File: src/rtl/mem_arbiter.sv
//==============================================================================
// Module      : mem_arbiter
// Description : Two-requester (CPU / loader) round-robin arbiter for a
//               single-port memory with fixed read latency MEM_LAT.
// Revision    : 1.0 - initial release
//==============================================================================
`timescale 1ns/1ps
`default_nettype none

module mem_arbiter #(
    parameter int MEM_LAT = 1
) (
    input  logic       clk,
    input  logic       reset,
    input  logic       c_req,
    input  logic       c_we,
    input  logic [7:0] c_addr,
    input  logic [7:0] c_wdata,
    output logic       c_gnt,
    output logic       c_done,
    input  logic       d_req,
    input  logic       d_we,
    input  logic [7:0] d_addr,
    input  logic [7:0] d_wdata,
    output logic       d_gnt,
    output logic       d_done,
    output logic [7:0] rdata,
    output logic [7:0] mem_addr,
    output logic [7:0] mem_wdata,
    output logic       mem_we,
    input  logic [7:0] mem_rdata
);

    typedef enum logic [1:0] {
        ST_IDLE  = 2'd0,
        ST_ISSUE = 2'd1,
        ST_WAIT  = 2'd2,
        ST_DONE  = 2'd3
    } state_t;

    localparam logic       c_cpu      = 1'b0;
    localparam logic       c_ldr      = 1'b1;
    localparam logic [1:0] c_cnt_load = 2'(MEM_LAT - 1);

    state_t     r_state;
    state_t     w_next_state;
    logic       w_winner;
    logic       w_any_req;
    logic       r_owner;
    logic       r_last;
    logic       r_we;
    logic [7:0] r_addr;
    logic [7:0] r_wdata;
    logic [7:0] r_rdata;
    logic [1:0] r_cnt;

    assign w_any_req = c_req | d_req;

    always_ff @(posedge clk or negedge reset) begin
        if (!reset) begin
            r_state <= ST_IDLE;
        end else begin
            r_state <= w_next_state;
        end
    end

    // On a tie the requester that was not served last wins.
    always_comb begin
        w_next_state = r_state;
        w_winner     = c_cpu;
        if (c_req && d_req) begin
            w_winner = ~r_last;
        end else if (d_req) begin
            w_winner = c_ldr;
        end
        case (r_state)
            ST_IDLE:  if (w_any_req) w_next_state = ST_ISSUE;
            ST_ISSUE: w_next_state = ST_WAIT;
            ST_WAIT:  if (r_cnt == 2'd0) w_next_state = ST_DONE;
            ST_DONE:  w_next_state = ST_IDLE;
            default:  w_next_state = ST_IDLE;
        endcase
    end

    always_ff @(posedge clk or negedge reset) begin
        if (!reset) begin
            r_owner <= c_cpu;
            r_last  <= c_ldr;
            r_we    <= 1'b0;
            r_addr  <= 8'h00;
            r_wdata <= 8'h00;
            r_rdata <= 8'h00;
            r_cnt   <= 2'd0;
        end else begin
            case (r_state)
                ST_IDLE: begin
                    if (w_any_req) begin
                        r_owner <= w_winner;
                        r_we    <= (w_winner == c_ldr) ? d_we    : c_we;
                        r_addr  <= (w_winner == c_ldr) ? d_addr  : c_addr;
                        r_wdata <= (w_winner == c_ldr) ? d_wdata : c_wdata;
                    end
                end
                ST_ISSUE: r_cnt <= c_cnt_load;
                ST_WAIT: begin
                    if (r_cnt == 2'd0) begin
                        r_last <= r_owner;
                        if (!r_we) begin
                            r_rdata <= mem_rdata;
                        end
                    end else begin
                        r_cnt <= r_cnt - 2'd1;
                    end
                end
                default: ;
            endcase
        end
    end

    // All outputs decode from state and registered owner only.
    assign c_gnt     = (r_state != ST_IDLE) && (r_owner == c_cpu);
    assign d_gnt     = (r_state != ST_IDLE) && (r_owner == c_ldr);
    assign c_done    = (r_state == ST_DONE) && (r_owner == c_cpu);
    assign d_done    = (r_state == ST_DONE) && (r_owner == c_ldr);
    assign mem_we    = (r_state == ST_ISSUE) && r_we;
    assign mem_addr  = r_addr;
    assign mem_wdata = r_wdata;
    assign rdata     = r_rdata;

endmodule

`default_nettype wire

File: config.mk
export PLATFORM = sky130hd
export DESIGN_NAME = mem_arbiter
export DESIGN_NICKNAME = d
export VERILOG_FILES = /design/src/rtl/mem_arbiter.sv
export SDC_FILE = /design/constraint.sdc
export NUM_CORES = 1
export LEC_CHECK = 0
export CORE_UTILIZATION = 40
export CTS_CLUSTER_SIZE = 25
export DETAILED_ROUTE_END_ITERATION = 12
export GPL_TIMING_DRIVEN = 0
export PLACE_DENSITY = 0.8
export SETUP_SLACK_MARGIN = 0.5
export SYNTH_ARGS = -nofsm -noshare
export SYNTH_HDL_FRONTEND = slang
export SYNTH_SLANG_ARGS = --single-unit
File: constraint.sdc
create_clock -name clk -period 2.1 [get_ports clk]
set_input_delay 0.315 -clock clk [delete_from_list [all_inputs] [get_ports clk]]
set_output_delay 0.315 -clock clk [all_outputs]
set_load 0.005 [all_outputs]
==> summary.md, run 1 <==
| Metric | Value |
|---|---|
| Status | finished clean |
| Crit path kind | reg -> out |
| CP startpoint kind | register |
| Type of element capturing the critical path | output pin |
| CP required | 1780 ps |
| Root buffer cell | clkbuf_8 |
| Fillers | roughly 260 |
| Syn. warnings | 0 |
| PortBufs | between 70 and 80 |
| F_max | 618 MHz |
| Vias in the first global route | 1,373 |
| First-pass GRT wire length | 6230 µm |
| H-tree depth | 2 |
| Hold Buf Count CTS | 0 |
| Setup_tns | 0 ps |
| Skew-Pair Late Insertion Delay | between 200 and 300 ps |
| HP Class | in -> async |
| FP Rows | 21 |
| Vias per inst | 4.95 |
| Cell variety after synth | 26 |
| Final Hold Vio Count | 0 |
| Most common cell in the netlist | a21oi_1 |
| Vias | 1,440 |
| Initial Utilization | 43.5% |
| Post-synth top cells | 35 x a21oi_1, 30 x dfrtp_1, 19 x nor2_1 |
| Worst EP arrival | 1300 ps |
| Final nets | 296 |
| Area leader, netlist | dfrtp_1 |
| Final worst path period need | 1620 ps |
| Most used flip-flop cell after synthesis | dfrtp_1 |
| Area growth syn-to-layout | 73.6% |
| Chip height | 63.4 µm |
| Post-DRT Antenna Nets | 0 |
| Setup violations, final | 0 |
| Net Count, Synth | roughly 200 |
| Wirelength per Cell | 14.0 µm |
| Die width | ~63 µm |
| RD Place Congestion | 0.786 |
| ANT cells | 0 |
| Clock Skews | 7.71 ps |
| RSZ-0062 raised after global routing | true |
| DR pass1 iterations | 6 |
| Largest net degree at the start of global routing | 32 |
| Cts bufs inserted | 5 |
| Antenna violations before repair | 0 |
| CTS tree | yes |
| DRT iter0 DRCs | 51 |
| Clk pin slew, worst setup/hold paths | 60 ps |
| Rel. slew slack | 55.8% |
| Yosys reg bits | 31 |
| Mapped Area | 0.00151 mm² |
| Max Cap Viol | 0 |
| Lkg Pwr | 1.15 nW |
| DRC viols | 0 |
| I/O pin cnt | 75 |
| Max FO, Critical Path | 6 |
| Tot GR Track Use | between 20% and 30% |
| Largest cells by area after synthesis | dfrtp_1 50%, a21oi_1 12%, mux2_4 8.0% |
| VDD IR max | 0.813 mV |
| Mapped Avg Cell Area | a little over 10 µm² |
| Total Wirelength | 4060 µm |
| HPWL Detailed | between 2000 and 3000 µm |
| Sink Count | 31 |
| Cells after synthesis | 148 |
| Total congestion overflow | 0 |
| Layout cells sized above 1 | 26.1% |
| Clock Path Buffers | 2 |
| PD cells | 1350 mW/mm² |
| Worst-Margin Slew | 663 ps |
| Total design power | 3.52 mW |
| Core area | 0.00347 mm² |
| DP Worst Slack | 136 ps |
| Post-synth EDFFs | 0 |
| Full die area | 0.00402 mm² |
| PnR worst setup slack | about 480 ps |
| Sequential area share after synthesis | between 50% and 60% |
| Post-synth ARST share | 100% |
| Final slew viol count | 0 |
| Final period util | roughly 77% |
| Yosys top cell area share | around 50% |
[where the power goes]
part           leakage (nW)  total, mW  internal, mW  switching, mW
combinational         0.746       1.99          1.23          0.763
clock                0.0470      0.466         0.256          0.209
sequential            0.357       1.07         0.896          0.172
total                  1.15       3.52          2.38           1.14
[routing by layer]
metal	vias up	routed length, µm	track usage (%)
li1	690	-	-
met1	673	1760	26.5
met2	70	1900	31.0
met3	7	342	6.52
met4	0	66	6.82
met5	-	0	0
[sequential cells by signal, indices dropped and copies added (netlist names)]
register / flops
mem_wdata: 8
r_cnt: 2
r_owner: 1
mem_addr: 8
r_we: 1
rdata: 8
r_state: 2
r_last: 1
[worst paths after layout]
path | slack (ps) | startpoint | end | cells past startpoint
worst max-delay path | 480 | r_state[0] | d_gnt | 6
worst min-delay path | 60 | reset | r_state[0] | 1
worst max register to register | 480 | r_cnt[0] | rdata[4] | 6
worst min register to register | 510 | rdata[3] | rdata[3] | 1
max in group asynchronous | 1610 | reset | mem_addr[7] | 1
min in group clk | 510 | rdata[3] | rdata[3] | 1
[stage by stage]
| stage | instances | area (µm²) | util, % | hold slack, ps |
|---|---|---|---|---|
| finish | 291 | 2620 | 75.5 | 59.7 |
| global route | 291 | 2620 | 75.5 | 121 |
| CTS | 282 | 2490 | 71.8 | 509 |
| detailed placement | 268 | 2310 | 66.5 | 495 |
| global placement | 268 | 2310 | 66.5 | 487 |
| floorplan | 148 | 1510 | - | 19.4 |
[layout make-up]
cell class	count	area (µm²)	area share (%)
repair buffers	90	840	32.1
multi-input cells	104	748	28.6
flip-flops and latches	31	777	29.7
well taps	46	57.6	2.20
clock inverters	1	5.00	0.191
plain buffers	8	86.3	3.30
clock buffers	6	82.6	3.15
inverters	5	21.3	0.813
[repair_timing]
item,CTS,global route
gates cloned,0,1
endpoints found under the hold margin,0,0
resized for setup,35,20
pin swaps,1,1
endpoints found under the setup margin,53,22
setup buffers,7,8
[critical path, stage by stage (launching register included)]
cell and delay [ps]:
dfrtp_1 380, buf_6 120, inv_4 40, ha_4 150
buf_8 130, nor2b_4 100, buf_2 110
[cell usage in the layout, fill, tap and decap left out, types with 3 or more instances in the layout]
cell,n
clkbuf_8,6
buf_6,6
nand2_1,18
ha_4,3
a21oi_2,3
buf_4,15
buf_2,5
mux2_4,8
inv_1,4
dfrtp_1,30
a21oi_1,31
nor2_1,18
clkdlybuf4s50_1,68
[logic make-up (layout without fill, tap and decap cells)]
kind of cell	count (synthesis)	count (layout)	synth area share [%]
simple gates	44	44	12.1
buf+inv	13	110	4.98
flops	31	31	51.5
fa+ha+maj	5	5	4.15
xor+xnor	1	1	0.581
compound gates	44	44	17.2
mux	10	10	9.46
Note: power is estimated with default switching activity, not from simulation.
==> inputs of run 2 (changes only) <==
Clock period 2.1 ns to 1.7 ns, I/O delays scaled along.
==> run 2 against run 1 <==
Compared with the run above: register-to-register slack worse by 440 ps; sequential share of layout area down 2.5 points; count of clock-buffer cells in the layout down 1; worst hold slack better by 80 ps; die area unchanged; largest cell class unchanged; critical endpoint is now mem_addr[2]; largest power group unchanged; highest routed layer unchanged; flip-flop and latch count unchanged; critical path depth up 4.
==> summary.md, run 2 (synthesis results as in run 1) <==
| Metric | Value |
|---|---|
| Vias | roughly 1,500 |
| Type of element capturing the critical path | register |
| Max FO, Critical Path | 6 |
| Status | finished clean |
| RSZ-0062 raised after global routing | true |
| Wirelength per Cell | 16.0 µm |
| Sink Count | 31 |
| Vias per inst | 4.90 |
| Buffers plus inverters on the worst setup path | 6 |
| R2R cell count | 10 |
| ANT cells | 0 |
| Final slew viol count | 0 |
| Met3 WL | 346 µm |
| Rel. slew slack | 47.5% |
| DR pass1 iterations | 4 |
| Chip height | ~63 µm |
| Post-DRT Antenna Nets | 0 |
| Tot GR Track Use | 21.9% |
| Worst-Margin Slew | approximately 800 ps |
| Clock Skews | 11.6 ps |
| Core area | 0.00347 mm² |
| VDD IR max | 0.878 mV |
| Final nets | 315 |
| Placed insts | around 270 |
| CP startpoint kind | register |
| Crit path cell chain | buf_6 -> inv_4 -> ha_4 -> buf_8 -> buf_6 -> o21a_1 -> buf_6 -> buf_8 -> nor2_2 -> a21oi_1 |
| HPWL Detailed | 2740 µm |
| PortBufs | 74 |
| Max Cap Viol | 0 |
| Most common cell after layout, fill and taps aside | clkdlybuf4s50_1 |
| Hold Buf Count CTS | 0 |
| CP required | around 1900 ps |
| Final Hold Vio Count | 0 |
| Die width | 63.4 µm |
| Antenna violations before repair | 0 |
| Delay-heaviest family, CP | buffers and inverters |
| Skew-Pair Late Insertion Delay | 290 ps |
| Area growth syn-to-layout | 89.8% |
| Vias in the first global route | about 1,500 |
| CTS tree | yes |
| Met1 wire length | ~2000 µm |
| I/O pin cnt | 75 |
| DRC viols | 0 |
| Slowest stage delay, CP | 430 ps |
| Worst EP arrival | 1820 ps |
| FF-to-FF Start | r_state[0] |
| HP Class | in -> async |
| Lkg Pwr | 1.27 nW |
| Clock Path Buffers | 2 |
| DRT iter0 DRCs | 40 |
| H-tree depth | 2 |
| Largest net degree at the start of global routing | 32 |
| Initial Utilization | 43.5% |
| Final worst path period need | approximately 1700 ps |
| Total congestion overflow | 0 |
| F_max | 602 MHz |
| Full die area | 0.00402 mm² |
| Total design power | 4.87 mW |
| Root buffer cell | clkbuf_8 |
| FP Rows | 21 |
| Top routing layer in use | met4 |
| PD cells | 1700 mW/mm² |
| Setup violations, final | 0 |
| Cts bufs inserted | 5 |
| Most frequent cells in the layout | 44 x clkdlybuf4s50_1, 33 x buf_4, 30 x dfrtp_1, 23 x a21oi_1, 18 x nand2_1 |
| R2R Path End | mem_addr[2] |
| Layout Cells excl Fill | 311 |
| First-pass GRT wire length | 6740 µm |
| RD Place Congestion | 0.748 |
| Fillers | 209 |
| Total Wirelength | 4970 µm |
| Layout cells sized above 1 | 41.5% |
| Met2 wire len | 2550 µm |
| R2R setup slack | about 38 ps |
| Crit path kind | reg -> reg |
| Most frequent cell on the critical path | buf_6 |
| Final period util | 97.8% |
| Slowest stage cell, crit path | dfrtp_1 |
| Clk pin slew, worst setup/hold paths | 70 ps |
-- run 2: cell count changes in the layout (fill, tap and decap cells not counted), sizes merged --
cell           delta
clkinv            +2
clkdlybuf4s50    -24
buf              +20
clkbuf            -2
dlygate4sd2       +8
clkdlybuf4s15    +16
-- run 2: routing by layer --
metal,track usage (%),up-vias
li1,-,728
met1,26.5,723
met2,37.4,67
met3,7.79,5
met4,4.26,0
met5,0,-
-- run 2: area by class of cell --
cell class	count	area (µm²)	area share [%]
multi-input combinational	104	840	29.3
clock buffer	5	68.8	2.40
sequential	31	777	27.2
clock inverter	3	15.0	0.525
timing repair buffer	109	996	34.8
buffer	8	86.3	3.02
inverter	5	21.3	0.743
tap	46	57.6	2.01
-- run 2: how the worst max path moves through the flow --
stage,startpoint,to,slack [ps],cells after the start
6_report,r_state[0],mem_addr[2],40,10
5_1_grt,r_state[0],mem_addr[2],10,10
4_1_cts,r_state[0],rdata[1],110,7
3_5_place_dp,reset,mem_addr[3],-190,1
2_1_floorplan,r_state[0],rdata[0],200,6
3_3_place_gp,reset,mem_wdata[0],-180,1
-- run 2: timing repair --
action                                  CTS  global route
buffers inserted                         20            14
cloned                                    1             0
pin swaps                                 4             3
gates resized for setup                  67            53
endpoints found under the setup margin   89            53
-- run 2: through the flow --
stage	setup TNS (ps)	hold WS [ps]	worst slack, ps	util, %	cell area [µm²]
after floorplan	0	-40.6	200	-	1530
after global placement	-5450	488	-183	67.2	2330
after detailed placement	-5760	496	-193	67.2	2330
after CTS	0	158	113	75.4	2620
after global routing	0	193	12.9	82.5	2860
final	0	140	37.9	82.5	2860
-- run 2: report_power, final --
group          leakage [nW]  internal, mW  switching (mW)  total, mW
Clock                0.0477         0.280           0.283      0.562
Combinational         0.870          1.76            1.18       2.94
Sequential            0.357          1.11           0.268       1.38
